--- config.mk ---
export PLATFORM = sky130hd
export DESIGN_NAME = apb_inst_fetch_flat
export DESIGN_NICKNAME = d
export VERILOG_FILES = /design/src/rtl/apb_inst_fetch_if.sv /design/src/rtl/apb_inst_fetch.sv /design/src/flat_wrapper.sv
export SDC_FILE = /design/constraint.sdc
export NUM_CORES = 1
export LEC_CHECK = 0
export CAP_MARGIN = 40
export CORE_MARGIN = 5
export CORE_UTILIZATION = 50
export CTS_CLUSTER_SIZE = 16
export DETAILED_ROUTE_END_ITERATION = 16
export DONT_BUFFER_PORTS = 1
export MAX_ROUTING_LAYER = met4
export SYNTH_ARGS = -nofsm -noshare
export SYNTH_HDL_FRONTEND = slang
export SYNTH_SLANG_ARGS = --single-unit
--- constraint.sdc ---
create_clock -name clk -period 2.64 [get_ports clk]
set_clock_uncertainty 0.2 [all_clocks]
set_input_delay 0.66 -clock clk [delete_from_list [all_inputs] [get_ports clk]]
set_output_delay 0.66 -clock clk [all_outputs]
set_load 0.02 [all_outputs]
--- src/rtl/apb_inst_fetch_if.sv ---
// apb_inst_fetch_if: APB read channel between the fetch stage and instruction memory.
interface apb_inst_fetch_if #(parameter int ADDR_W = 32);
    logic              psel;
    logic              penable;
    logic              pwrite;
    logic [ADDR_W-1:0] paddr;
    logic [31:0]       prdata;
    logic              pready;
    logic              pslverr;
    modport master(output psel, penable, pwrite, paddr, input prdata, pready, pslverr);
    modport slave(input psel, penable, pwrite, paddr, output prdata, pready, pslverr);
endinterface

--- src/rtl/apb_inst_fetch.sv ---
// apb_inst_fetch: APB-master fetch stage delivering two 16-bit instructions per word.
// Define FETCH_SLVERR_HALT_EN to halt in ERR on a slave error instead of delivering zeros.
module apb_inst_fetch #(
    parameter int                ADDR_W   = 32,
    parameter logic [ADDR_W-1:0] RESET_PC = '0
) (
    input  logic              clk,
    input  logic              rst,
    input  logic              stall_flg,
    input  logic              br_valid,
    input  logic [ADDR_W-1:0] br_target,
    apb_inst_fetch_if.master  apb,
    output logic [15:0]       inst1,
    output logic [15:0]       inst2,
    output logic              write,
    output logic [ADDR_W-1:0] PC_out,
    output logic              fetch_err
);
    typedef enum logic [2:0] {IDLE, SETUP, ACCESS, HOLD, ERR} state_t;

    state_t            state_q;
    logic [ADDR_W-1:0] pc_q, paddr_q, pc_out_q;
    logic [15:0]       inst1_q, inst2_q;
    logic              squash_q, psel_q, penable_q, write_q, err_q;
    logic [ADDR_W-1:0] br_pc, nxt_pc;
    logic [31:0]       rd_word;

    assign br_pc   = br_target & ~ADDR_W'(3);
    assign nxt_pc  = paddr_q + ADDR_W'(4);
    assign rd_word = apb.pslverr ? 32'h0 : apb.prdata;

    always_ff @(posedge clk or negedge rst) begin
        if (!rst) begin
            state_q   <= IDLE;
            pc_q      <= RESET_PC;
            paddr_q   <= RESET_PC;
            pc_out_q  <= '0;
            inst1_q   <= '0;
            inst2_q   <= '0;
            squash_q  <= 1'b0;
            psel_q    <= 1'b0;
            penable_q <= 1'b0;
            write_q   <= 1'b0;
            err_q     <= 1'b0;
        end else begin
            write_q <= 1'b0;
            case (state_q)
                IDLE: begin
                    if (br_valid) pc_q <= br_pc;
                    if (!stall_flg) begin
                        state_q <= SETUP;
                        psel_q  <= 1'b1;
                        paddr_q <= br_valid ? br_pc : pc_q;
                    end
                end
                SETUP: begin
                    state_q   <= ACCESS;
                    penable_q <= 1'b1;
                    if (br_valid) begin
                        pc_q     <= br_pc;
                        squash_q <= 1'b1;
                    end
                end
                ACCESS: begin
                    if (apb.pready && apb.pslverr) err_q <= 1'b1;
                    if (!apb.pready) begin
                        if (br_valid) begin
                            pc_q     <= br_pc;
                            squash_q <= 1'b1;
                        end
`ifdef FETCH_SLVERR_HALT_EN
                    end else if (apb.pslverr) begin
                        state_q   <= ERR;
                        psel_q    <= 1'b0;
                        penable_q <= 1'b0;
                        squash_q  <= 1'b0;
`endif
                    end else if (br_valid || squash_q) begin
                        // A redirect already owns pc; the completed word is stale.
                        if (br_valid) pc_q <= br_pc;
                        state_q   <= IDLE;
                        psel_q    <= 1'b0;
                        penable_q <= 1'b0;
                        squash_q  <= 1'b0;
                    end else begin
                        inst1_q   <= rd_word[31:16];
                        inst2_q   <= rd_word[15:0];
                        pc_out_q  <= paddr_q;
                        pc_q      <= nxt_pc;
                        penable_q <= 1'b0;
                        if (stall_flg) begin
                            state_q <= HOLD;
                            psel_q  <= 1'b0;
                        end else begin
                            state_q <= SETUP;
                            write_q <= 1'b1;
                            paddr_q <= nxt_pc;
                        end
                    end
                end
                HOLD: begin
                    if (br_valid) begin
                        pc_q    <= br_pc;
                        state_q <= IDLE;
                    end else if (!stall_flg) begin
                        write_q <= 1'b1;
                        state_q <= IDLE;
                    end
                end
                default: state_q <= state_q;
            endcase
        end
    end

    assign apb.psel    = psel_q;
    assign apb.penable = penable_q;
    assign apb.pwrite  = 1'b0;
    assign apb.paddr   = paddr_q;
    assign inst1       = inst1_q;
    assign inst2       = inst2_q;
    assign write       = write_q;
    assign PC_out      = pc_out_q;
    assign fetch_err   = err_q;

    a_write_pulse: assert property (@(posedge clk) disable iff (!rst) write_q |=> !write_q);
    a_setup_access: assert property (@(posedge clk) disable iff (!rst)
        (psel_q && !penable_q) |=> (psel_q && penable_q));
    a_aligned: assert property (@(posedge clk) disable iff (!rst) paddr_q[1:0] == 2'b00);
endmodule

--- src/flat_wrapper.sv ---
// flat-port wrapper written by rule: the top's interface ports become plain ports
module apb_inst_fetch_flat 
#(
    parameter int                ADDR_W   = 32,
    parameter logic [ADDR_W-1:0] RESET_PC = '0
)
  (clk, rst, stall_flg, br_valid, br_target, inst1, inst2, write, PC_out, fetch_err, apb_psel, apb_penable, apb_pwrite, apb_paddr, apb_prdata, apb_pready, apb_pslverr);
  apb_inst_fetch_if #(.ADDR_W(ADDR_W)) apb_i ();
  input  logic clk;
  input  logic rst;
  input  logic stall_flg;
  input  logic br_valid;
  input  logic [ADDR_W-1:0] br_target;
  output logic [15:0] inst1;
  output logic [15:0] inst2;
  output logic write;
  output logic [ADDR_W-1:0] PC_out;
  output logic fetch_err;
  output wire logic [$bits(apb_i.psel)-1:0] apb_psel;
  output wire logic [$bits(apb_i.penable)-1:0] apb_penable;
  output wire logic [$bits(apb_i.pwrite)-1:0] apb_pwrite;
  output wire logic [$bits(apb_i.paddr)-1:0] apb_paddr;
  input wire logic [$bits(apb_i.prdata)-1:0] apb_prdata;
  input wire logic [$bits(apb_i.pready)-1:0] apb_pready;
  input wire logic [$bits(apb_i.pslverr)-1:0] apb_pslverr;
  assign apb_psel = apb_i.psel;
  assign apb_penable = apb_i.penable;
  assign apb_pwrite = apb_i.pwrite;
  assign apb_paddr = apb_i.paddr;
  assign apb_i.prdata = apb_prdata;
  assign apb_i.pready = apb_pready;
  assign apb_i.pslverr = apb_pslverr;
  apb_inst_fetch #(.ADDR_W(ADDR_W), .RESET_PC(RESET_PC)) u_core (.clk(clk), .rst(rst), .stall_flg(stall_flg), .br_valid(br_valid), .br_target(br_target), .apb(apb_i), .inst1(inst1), .inst2(inst2), .write(write), .PC_out(PC_out), .fetch_err(fetch_err));
endmodule
# --- Word level (Yosys, flattened, before mapping) ---
# Index checks and enable logic that the tools add are counted.
totals:
  inputBits: 70
  elab_cells: 71
  regBits: 136
classes:
  n_bitwise: 1
  n_mux: 33
  n_reduce_logical: 15
  n_addsub: 1
  n_eq_ne: 10
ops:
  columns: ["op", "count"]
  rows:
  - ["two-way mux 32 bit", 8]
  - ["one-hot mux 32 bit (2 select lines)", 2]
  - ["adder 32 x 3 -> 32 bit, second input constant", 1]
  - ["two-way mux 3 bit", 5]
  - ["two-way mux 1 bit", 12]
  - ["one-hot mux 3 bit (4 select lines)", 1]
  - ["!= test 2 bit, second input constant", 4]
  - ["one-hot mux 1 bit (2 select lines)", 4]
  - ["AND reduction 4 bit", 2]
  - ["== test 3 x 2 -> 1 bit, second input constant", 2]
  - ["!= test 3 x 2 -> 1 bit, second input constant", 2]
  - ["AND reduction 2 bit", 3]
  - ["nonzero test 2 bit", 3]
  - ["AND reduction 5 bit", 1]
  - ["nonzero test 4 bit", 1]
  - ["== test 3 x 1 -> 1 bit, second input constant", 1]
  - ["zero test 3 bit", 1]
  - ["!= test 3 bit, second input constant", 1]
  - ["AND reduction 3 bit", 1]
  - ["OR reduction 3 bit", 1]
  - ["two-way mux 2 bit", 1]
  - ["logical AND 1 bit", 1]
  - ["logical OR 1 bit", 1]
  - ["inverter 1 bit", 1]

# --- Longest topological paths before layout ---
# Gate-level depths: netlist of run 1.
depth:
  word_depth: 5
  ltp_mapped: 9

# --- Worst setup path after synthesis of run 1 ---
# OpenSTA, ideal clock, no wires.
synth_timing:
  path_type: "register to register"
  start: "register u_core.paddr_q[2] (netlist: u_core.apb.paddr[2])"
  end: "register u_core.paddr_q[18] (netlist: u_core.apb.paddr[18])"
  path_stages_with_launch: 8
  t_arrival_ps: 2114
  synth_period_minus_slack_ps: 2441
  t_required_ps: 2314
  path_buffers: 1
  slack_ps: 199
  setup_ps: 126
  cell_sequence: "dfrtp_1 -> ha_1 -> nand3_1 -> or4_1 -> clkbuf_2 -> o31a_1 -> a21o_1 -> a221o_1"
synth_between:
  elab_chain_cells: 5
synth_rtl:
  columns: ["element", "line_no", "text"]
  rows:
  - ["from (decl)", "apb_inst_fetch.sv:22", "logic [ADDR_W-1:0] pc_q, paddr_q, pc_out_q;"]
  - ["from (signal assigned)", "apb_inst_fetch.sv:53", "paddr_q <= br_valid ? br_pc : pc_q;"]
  - ["from (signal assigned)", "apb_inst_fetch.sv:97", "paddr_q <= nxt_pc;"]
  - ["adder 32 x 3 -> 32 bit", "apb_inst_fetch.sv:29", "assign nxt_pc = paddr_q + ADDR_W'(4);"]
  - ["two-way mux 32 bit", "apb_inst_fetch.sv:91", "if (stall_flg) begin"]
  - ["two-way mux 32 bit", "apb_inst_fetch.sv:78", "end else if (br_valid || squash_q) begin"]
  - ["two-way mux 32 bit", "apb_inst_fetch.sv:66", "if (!apb.pready) begin"]
  - ["one-hot mux 32 bit (2 select lines)", "apb_inst_fetch.sv:47", "case (state_q)"]
# Every way passes these cells. The select of a mux whose other input is x is not followed.
# A chain may end at the register's enable or synchronous reset.

# --- Worst setup path in the final report of run 1 ---
layout_timing:
  start: "register u_core.state_q[0]"
  end: "register u_core.paddr_q[24] (netlist: u_core.apb.paddr[24])"
layout_between:
  elab_chain_cells: 3
  elab_cells_between_ends: 9
layout_rtl:
  columns: ["element", "line_no", "text"]
  rows:
  - ["from (decl)", "apb_inst_fetch.sv:21", "state_t state_q;"]
  - ["from (signal assigned)", "apb_inst_fetch.sv:110", "default: state_q <= state_q;"]
  - ["== test 3 x 2 -> 1 bit / zero test 3 bit (equally long branches)", "apb_inst_fetch.sv:47", null]
  - ["!= test 2 bit (no line) / nonzero test 2 bit (equally long branches)", null, null]
  - ["AND reduction 5 bit (no line)", null, null]
# Several ways; a longest one is shown, not always the timed one.

==> results of run 1 <==
[cells by family (layout without fill, tap and decap cells)]
group | count (synthesis) | count (layout) | synth area share [%]
buffers and inverters | 67 | 91 | 4.62
AOI/OAI and AO/OA | 165 | 165 | 14.5
muxes | 73 | 73 | 11.0
and+or+nand+nor | 258 | 258 | 17.7
adders and majority gates | 7 | 7 | 1.25
other | 1 | 1 | 0.0537
xor gates and xnor gates | 20 | 20 | 2.51
DFF | 135 | 135 | 48.4
[layer usage]
metal	up-vias	global-route usage (%)
met4	0	8.61
met1	2676	29.5
met5	-	-
met3	30	7.21
li1	2596	-
met2	225	35.2
[sequential cells by signal, summed over array words and instances (netlist names)]
signal,cells
u_core.write,1
u_core.squash_q,1
u_core.pc_q,32
u_core.state_q,2
u_core.fetch_err,1
u_core.apb.psel,1
u_core.PC_out,32
u_core.apb.penable,1
u_core.apb.paddr,32
u_core.inst2,16
u_core.inst1,16
[synth_stat cells (2+ instances only)]
cell type,n,share of area [%]
a21o_1,2,0.21
a21oi_1,35,2.5
a221o_1,6,0.86
a221oi_1,2,0.25
a22o_1,3,0.38
a31oi_1,2,0.18
and3_1,4,0.36
and4_1,2,0.25
buf_1,7,0.38
buf_2,4,0.29
buf_4,2,0.21
buf_6,5,0.81
clkbuf_1,34,1.8
clkbuf_2,2,0.14
dfrtp_1,135,48
ha_1,7,1.3
inv_1,11,0.59
mux2_2,30,4.8
mux2i_1,43,6.2
nand2_1,98,5.3
nand2b_1,35,3.1
nand3_1,30,2.1
nand4_1,8,0.72
nor2_1,43,2.3
nor2b_1,2,0.18
nor3_1,19,1.4
nor4_1,7,0.63
o211ai_1,3,0.32
o21a_1,3,0.32
o21ai_0,71,5.1
o221ai_1,15,1.9
o22ai_1,10,0.90
o311ai_0,4,0.50
o31ai_1,2,0.21
or4_1,2,0.21
xnor2_1,6,0.75
xor2_1,14,1.8
[cell type report]
cell class / count / area share, %
timing repair buffer: 48 / 4.69
clock inverter: 8 / 1.81
inverter: 11 / 0.520
multi-input combinational: 524 / 41.6
clock buffer: 24 / 6.06
tap: 180 / 2.83
sequential: 135 / 42.5
[power by group]
group | switching [mW] | internal (mW) | total, mW
sequential | 1.39 | 2.98 | 4.37
combinational | 1.97 | 1.35 | 3.31
clock | 0.844 | 1.65 | 2.50
[metrics by stage]
step	setup slack (ns)	hold slack, ns
2_1_floorplan	0.199	0.164
5_1_grt	0.0448	-0.281
3_5_place_dp	0.244	0.170
6_report	0.206	-0.260
3_3_place_gp	0.309	0.170
4_1_cts	0.222	-0.278
[worst paths after layout]
path,start,to,cells past startpoint
max,u_core.state_q[0],u_core.apb.paddr[24],8
min,rst,u_core.PC_out[14],0
max reg2reg,u_core.state_q[0],u_core.apb.paddr[24],8
min reg2reg,u_core.pc_q[16],u_core.pc_q[16],2
max in group asynchronous,rst,u_core.pc_q[31],0
min in group clk,stall_flg,u_core.write,1
==> impl_metrics.tcl, run 1 <==
set metrics [dict create \
    worst_setup_path_start_kind "register" \
    p_leak_nw 3.61 \
    globalRoute.totalOverflow 0 \
    fillers 1233 \
    highest_layer "met4" \
    powerDensity_nw_per_um2 1280 \
    finalCritPeriodShare_pct 92.2 \
    dieArea_um2 16400 \
    die_y_um 128 \
    drcViolationCount 0 \
    cp_cell_sequence "inv_1 > ha_1 > nand2b_1 > a21o_2 > buf_4 > nor2_1 > mux2i_1 > o221ai_1" \
    violations "negative hold slack" \
    fin_util_pct 57.7 \
    ys_seq_area_share_pct 48.4 \
    max_stage_delay_ns 0.41 \
    critPathKind "reg2reg" \
    maxCapViolCount 0 \
    die_w_um 128 \
    synth_cells 726 \
    cp-end-kind "register" \
    grt_max_degree 136 \
    cts_buffers 17 \
    wl_met3_mm 1.63 \
    placed_cell_area_um2 7320 \
    worst_hold_path_type "in2async" \
    cts_sinks 135 \
    rsz0062_at_grt "no" \
    dpl.hpwl_mm 12.7 \
    synth.cell_area_um2 6990 \
    drive_above_1_share_pct 15.2 \
    synth.distinct_cells 55 \
    wl_met1_mm 7.72 \
    ys.warnings.count 0 \
    dr.pass1.iters 5 \
    finalSetupViolations 0 \
    setup_tns_ns 0 \
    vias_per_cell 5.94 \
    r2r_slack_ns 0.21 \
    path_max_fanout 17 \
    synthArstFlopShare_pct 100 \
    wl_met2_mm 8.75 \
    status "finished, violations left" \
    ant_nets 0 \
    vias 5527 \
    required_ns 2.72 \
    wirelength_mm 18.5 \
    peakVddDrop_uv 529 \
    syn-num-nets 803 \
    final_hold_viol_count 135 \
    clk_latency_ns 0.42 \
    power_mw 10.2 \
    multi_input_area_um2 3300 \
    root_buffer "clkbuf_16" \
    crit_slowest_cell "dfrtp_1" \
    start_util_pct 50.7 \
    io_pins 171 \
    track_usage_pct 23.3 \
    place_inst 898 \
    clock.fmax_mhz 411 \
    timing.slew.headroom_pct 54.5 \
    antenna_found_initial 0 \
    core_area_um2 13800 \
    cts_tree "done" \
    worst_pin_slew_ns 0.682 \
    clk_pin_slew_worst_paths_ns 0.06 \
    critical_path_buf_inv_count 2 \
    diodes 0 \
    cts_buffer_depth 2 \
    rows 43 \
    nets 814 \
    cts-resized-gates 0 \
    grt_pass1_vias 5494 \
    htree_levels 4 \
    min_period_ns 2.43 \
    final_cell_mix "135 x dfrtp_1, 98 x nand2_1, 71 x o21ai_0" \
    cts_setup_buffers 0 \
    finalInstanceArea_um2 7950 \
    timing.final.max_slew_violations 0 \
    synth_edf_count 0 \
    io_buffers 0 \
    synth_area_per_cell_um2 9.62 \
    worstPathArrival_ns 2.51 \
    area.growth.synth_to_final_pct 13.7 \
    synthFlopType "dfrtp_1" \
    hold_ws_ns -0.260 \
    wl_per_cell_um 19.9 \
    layout_commonest_cell "dfrtp_1" \
    instances_no_fill 930 \
    ys_ff_latch 135 \
    gp_congestion 0.852 \
    drtIter0Drc 357 \
    cp_top_family "compound AO/OA/AOI/OAI gates" \
    seqCellArea_um2 3380 \
    grt_pass1_wl_mm 29.0 \
]
Power figures use the tool's default switching activity.
==> inputs of run 2 (changes only) <==
Settings changed: CORE_ASPECT_RATIO set to 1.75.
==> run 2 against run 1 <==
Effect of this change:
- the run still ends with negative hold slack left
- clock power is essentially flat
- non-clock buffer count grew 3
- die area up 0.56%
- sequential cell count unchanged
- largest cell class unchanged
- largest power group unchanged
- via count shrank 0.31%
- cell area increased by 0.13%
- maximum frequency shrank 1.2%
- hold slack worse by 0.011 ns
- global-route usage is 0.81 points higher
- wire length grew 3.0%
==> impl_metrics.tcl, run 2 (synthesized netlist as in run 1, its figures left out) <==
set metrics [dict create \
    status "finished, violations left" \
    violations "negative hold slack" \
    vias_per_cell 5.93 \
    worst_setup_path_start_kind "register" \
    cp-end-kind "register" \
    power_mw 10.2 \
    clk_pin_slew_worst_paths_ns 0.06 \
    antenna_found_initial 0 \
    grt_max_degree 136 \
    layout_commonest_cell "dfrtp_1" \
    wirelength_mm 19.0 \
    worst_hold_path_type "in2async" \
    drcViolationCount 0 \
    hold_ws_ns -0.271 \
    r2r_start "u_core.state_q[0]" \
    track_usage_pct 24.1 \
    final_cell_mix "135 x dfrtp_1, 98 x nand2_1, 71 x o21ai_0" \
    cts_buffer_depth 2 \
    dr.pass1.iters 6 \
    seqCellArea_um2 3380 \
    critPathKind "reg2reg" \
    path_max_fanout 22 \
    io_buffers 0 \
    worstPathArrival_ns 2.55 \
    drive_above_1_share_pct 15.8 \
    p_int_mw 5.92 \
    maxCapViolCount 0 \
    timing.slew.headroom_pct 59.7 \
    powerDensity_nw_per_um2 1280 \
    clk_latency_ns 0.42 \
    min_period_ns 2.46 \
    htree_levels 4 \
    gp_congestion 0.826 \
    dieArea_um2 16500 \
    critPathLaunch "u_core.state_q[0]" \
    start_util_pct 50.5 \
    peakVddDrop_uv 695 \
    nets 817 \
    dpl.hpwl_mm 13.3 \
    setup_tns_ns 0 \
    clock_power_share_pct 24.5 \
    core_area_um2 13800 \
    clock.fmax_mhz 406 \
    grt_pass1_vias 5626 \
    root_buffer "clkbuf_16" \
    rows 57 \
    final_hold_viol_count 135 \
    grt_pass1_wl_mm 30.6 \
    instances_no_fill 929 \
    switching_power_mw 4.28 \
    rsz0062_at_grt "no" \
    io_pins 171 \
    r2r_slack_ns 0.18 \
    cts_tree "done" \
    finalCritPeriodShare_pct 93.3 \
    ant_nets 0 \
    fillers 1218 \
    globalRoute.totalOverflow 0 \
    required_ns 2.73 \
    diodes 0 \
    wl_per_cell_um 20.5 \
    switching_share_pct 42.0 \
    timing.final.max_slew_violations 0 \
    cts_setup_buffers 0 \
    cts_buffers 17 \
    vias 5510 \
    finalSetupViolations 0 \
    comb_power_share_pct 33.0 \
    p_leak_nw 3.60 \
    pwr-share-seq_pct 42.5 \
    cts_sinks 135 \
    place_inst 898 \
    multi_input_area_um2 3310 \
    drtIter0Drc 299 \
    die_y_um 166 \
    timing.rr.end "u_core.pc_q[29]" \
    r2r_cells 8 \
    die_w_um 99.4 \
    worst_pin_slew_ns 0.604 \
    area.growth.synth_to_final_pct 13.9 \
]
run 2: cell types whose count changed in the layout (fill, tap and decap cells not counted), sizes merged:
cell / change
clkbuf: -5
clkinvlp: +3
buf: +3
clkinv: +1
run 2: what timing repair did:
item | CTS | global route
setup endpoints to repair | 0 | 7
hold endpoints to repair | 135 | 135
gates resized for setup | 0 | 1
run 2: cell type report:
class | instances | area share, %
clock buffer | 19 | 5.44
timing repair buffer | 51 | 4.97
sequential | 135 | 42.5
inverter | 11 | 0.519
tap | 177 | 2.78
clock inverter | 12 | 2.25
multi-input combinational | 524 | 41.6
run 2: worst max-delay path by stage:
stage | cells past startpoint | end
floorplan | 7 | u_core.apb.paddr[18]
global placement | 9 | u_core.pc_q[19]
detailed placement | 9 | u_core.pc_q[19]
CTS | 8 | u_core.pc_q[29]
global route | 8 | u_core.pc_q[29]
finish | 8 | u_core.pc_q[29]
run 2: critical path, stage by stage, from the launching register on:
cell	delay (ns)
dfrtp_1	0.41
inv_1	0.16
ha_1	0.37
inv_1	0.12
nand2_1	0.15
buf_4	0.28
nand2_1	0.31
o22ai_1	0.28
a21oi_1	0.07
run 2: metrics by stage:
step	hold WS [ns]	cell area, um^2	utilization [%]	setup slack (ns)
after floorplan	0.164	6990	-	0.199
after detailed placement	0.169	7340	53.0	0.0883
final	-0.271	7960	57.5	0.177
after CTS	-0.279	7950	57.5	0.0850
after global routing	-0.286	7960	57.5	0.00523
after global placement	0.169	7340	53.0	0.129
run 2: routing by layer:
layer | global-route usage (%) | up-vias | wire length, um
met3 | 6.60 | 35 | 1450
met1 | 27.1 | 2670 | 7220
met5 | - | - | 0
met2 | 40.5 | 215 | 10000
li1 | - | 2590 | -
met4 | 8.86 | 0 | 380
run 2: power by group through the flow:
stage / Sequential (mW) / Combinational [mW] / Clock (mW)
6_report: 4.34 / 3.37 / 2.50
5_1_grt: 4.47 / 3.75 / 2.63
4_1_cts: 4.35 / 3.39 / 2.54
3_5_place_dp: 4.37 / 3.38 / 0
3_3_place_gp: 4.35 / 3.25 / 0
2_1_floorplan: 4.43 / 2.19 / 0
==> inputs of run 3 (changes only) <==
Settings changed: CAP_MARGIN 40 to unset, CTS_BUF_LIST set to sky130_fd_sc_hd__clkbuf_8 sky130_fd_sc_hd__clkbuf_16.
==> run 3 against run 2 <==
Effect of this change:
- the run still ends with negative hold slack left
- total power fell by 0.15%
- maximum frequency is essentially flat
- critical path type unchanged
- clock-buffer cell count is 2 lower
==> impl_metrics.tcl, run 3 (synthesized netlist as in run 1, its figures left out) <==
set metrics [dict create \
    power_mw 10.2 \
    cp-end-kind "register" \
    worst_pin_slew_ns 0.606 \
    nets 817 \
    antenna_found_initial 0 \
    path_max_fanout 22 \
    worst_setup_path_start_kind "register" \
    peakVddDrop_uv 690 \
    root_buffer "clkbuf_16" \
    core_area_um2 13800 \
    io_buffers 0 \
    final_cell_mix "135 x dfrtp_1, 98 x nand2_1, 71 x o21ai_0" \
    drive_above_1_share_pct 15.8 \
    wl_per_cell_um 20.5 \
    powerDensity_nw_per_um2 1280 \
    diodes 0 \
    finalSetupViolations 0 \
    io_pins 171 \
    grt_pass1_vias 5626 \
    track_usage_pct 24.1 \
    setup_tns_ns 0 \
    cts_tree "done" \
    required_ns 2.73 \
    dpl.hpwl_mm 13.3 \
    clock.fmax_mhz 406 \
    vias 5504 \
    rsz0062_at_grt "no" \
    maxCapViolCount 0 \
    cts_buffer_depth 2 \
    cts_sinks 135 \
    status "finished, violations left" \
    critPathKind "reg2reg" \
    dr.pass1.iters 5 \
    worstPathArrival_ns 2.55 \
    min_period_ns 2.46 \
    final_hold_viol_count 135 \
    gp_congestion 0.826 \
    rows 57 \
    cts_buffers 17 \
    die_y_um 166 \
    start_util_pct 50.5 \
    htree_levels 4 \
    drcViolationCount 0 \
    grt_max_degree 136 \
    die_w_um 99.4 \
    hold_ws_ns -0.269 \
    globalRoute.totalOverflow 0 \
    timing.slew.headroom_pct 59.6 \
    drtIter0Drc 309 \
    worst_hold_path_type "in2async" \
    vias_per_cell 5.92 \
    wirelength_mm 19.0 \
    finalCritPeriodShare_pct 93.3 \
    area.growth.synth_to_final_pct 13.9 \
    violations "negative hold slack" \
    layout_commonest_cell "dfrtp_1" \
    clk_pin_slew_worst_paths_ns 0.06 \
    grt_pass1_wl_mm 30.6 \
    ant_nets 0 \
    dieArea_um2 16500 \
    p_leak_nw 3.61 \
    timing.final.max_slew_violations 0 \
    clk_latency_ns 0.42 \
]
run 3: cell types whose count changed in the layout (fill, tap and decap cells not counted), sizes merged:
cell,change
inv,+2
clkbuf,-2
run 3: routing by layer:
layer  GRT usage (%)  routed length (um)
met1            27.1                7180
met2            40.5                9980
met3            6.60                1500
met4            8.86                 376
met5               -                   0
run 3: path summary, 6_finish.rpt:
kind                       slack [ns]           endpoint  cells after the start               from
setup / recovery                 0.18    u_core.pc_q[29]                      8  u_core.state_q[0]
hold / removal                  -0.27     u_core.pc_q[7]                      0                rst
setup reg to reg                 0.18    u_core.pc_q[29]                      8  u_core.state_q[0]
hold reg to reg                  0.26    u_core.pc_q[16]                      2    u_core.pc_q[16]
max in group asynchronous        2.16  u_core.PC_out[18]                      0                rst
min in group clk                 0.11       u_core.write                      1          stall_flg
run 3: stage by stage:
| step | cells | hold slack [ns] | setup WS (ns) | area, um^2 | util (%) |
|---|---|---|---|---|---|
| final | 929 | -0.269 | 0.176 | 7960 | 57.5 |
| after global routing | 929 | -0.286 | 0.00523 | 7960 | 57.5 |
| after CTS | 929 | -0.279 | 0.0850 | 7950 | 57.5 |
| after detailed placement | 898 | 0.169 | 0.0883 | 7340 | 53.0 |
| after global placement | 898 | 0.169 | 0.129 | 7340 | 53.0 |
| after floorplan | 726 | 0.164 | 0.199 | 6990 | - |
run 3: what timing repair did:
action                                  4_1_cts  5_1_grt
endpoints found under the setup margin        0        7
endpoints found under the hold margin       135      135
gates resized for setup                       0        1
buffers inserted                              0        0
run 3: cell type report:
type                    instances  area, um^2
clock inverters                14         186
multi-input cells             524        3310
fillers                      1218        5880
repair buffers                 51         395
flip-flops and latches        135        3380
inverters                      11        41.3
clock buffers                  17         425
well taps                     177         221
run 3: worst max-delay path: stages, from the launching register on:
cell	delay [ns]
dfrtp_1	0.41
inv_1	0.16
ha_1	0.37
inv_1	0.12
nand2_1	0.15
buf_4	0.28
nand2_1	0.31
o22ai_1	0.27
a21oi_1	0.07
run 3: power by group:
group	internal [mW]	switching [mW]
logic	1.37	2.00
clock network	1.57	0.916
registers	2.98	1.36
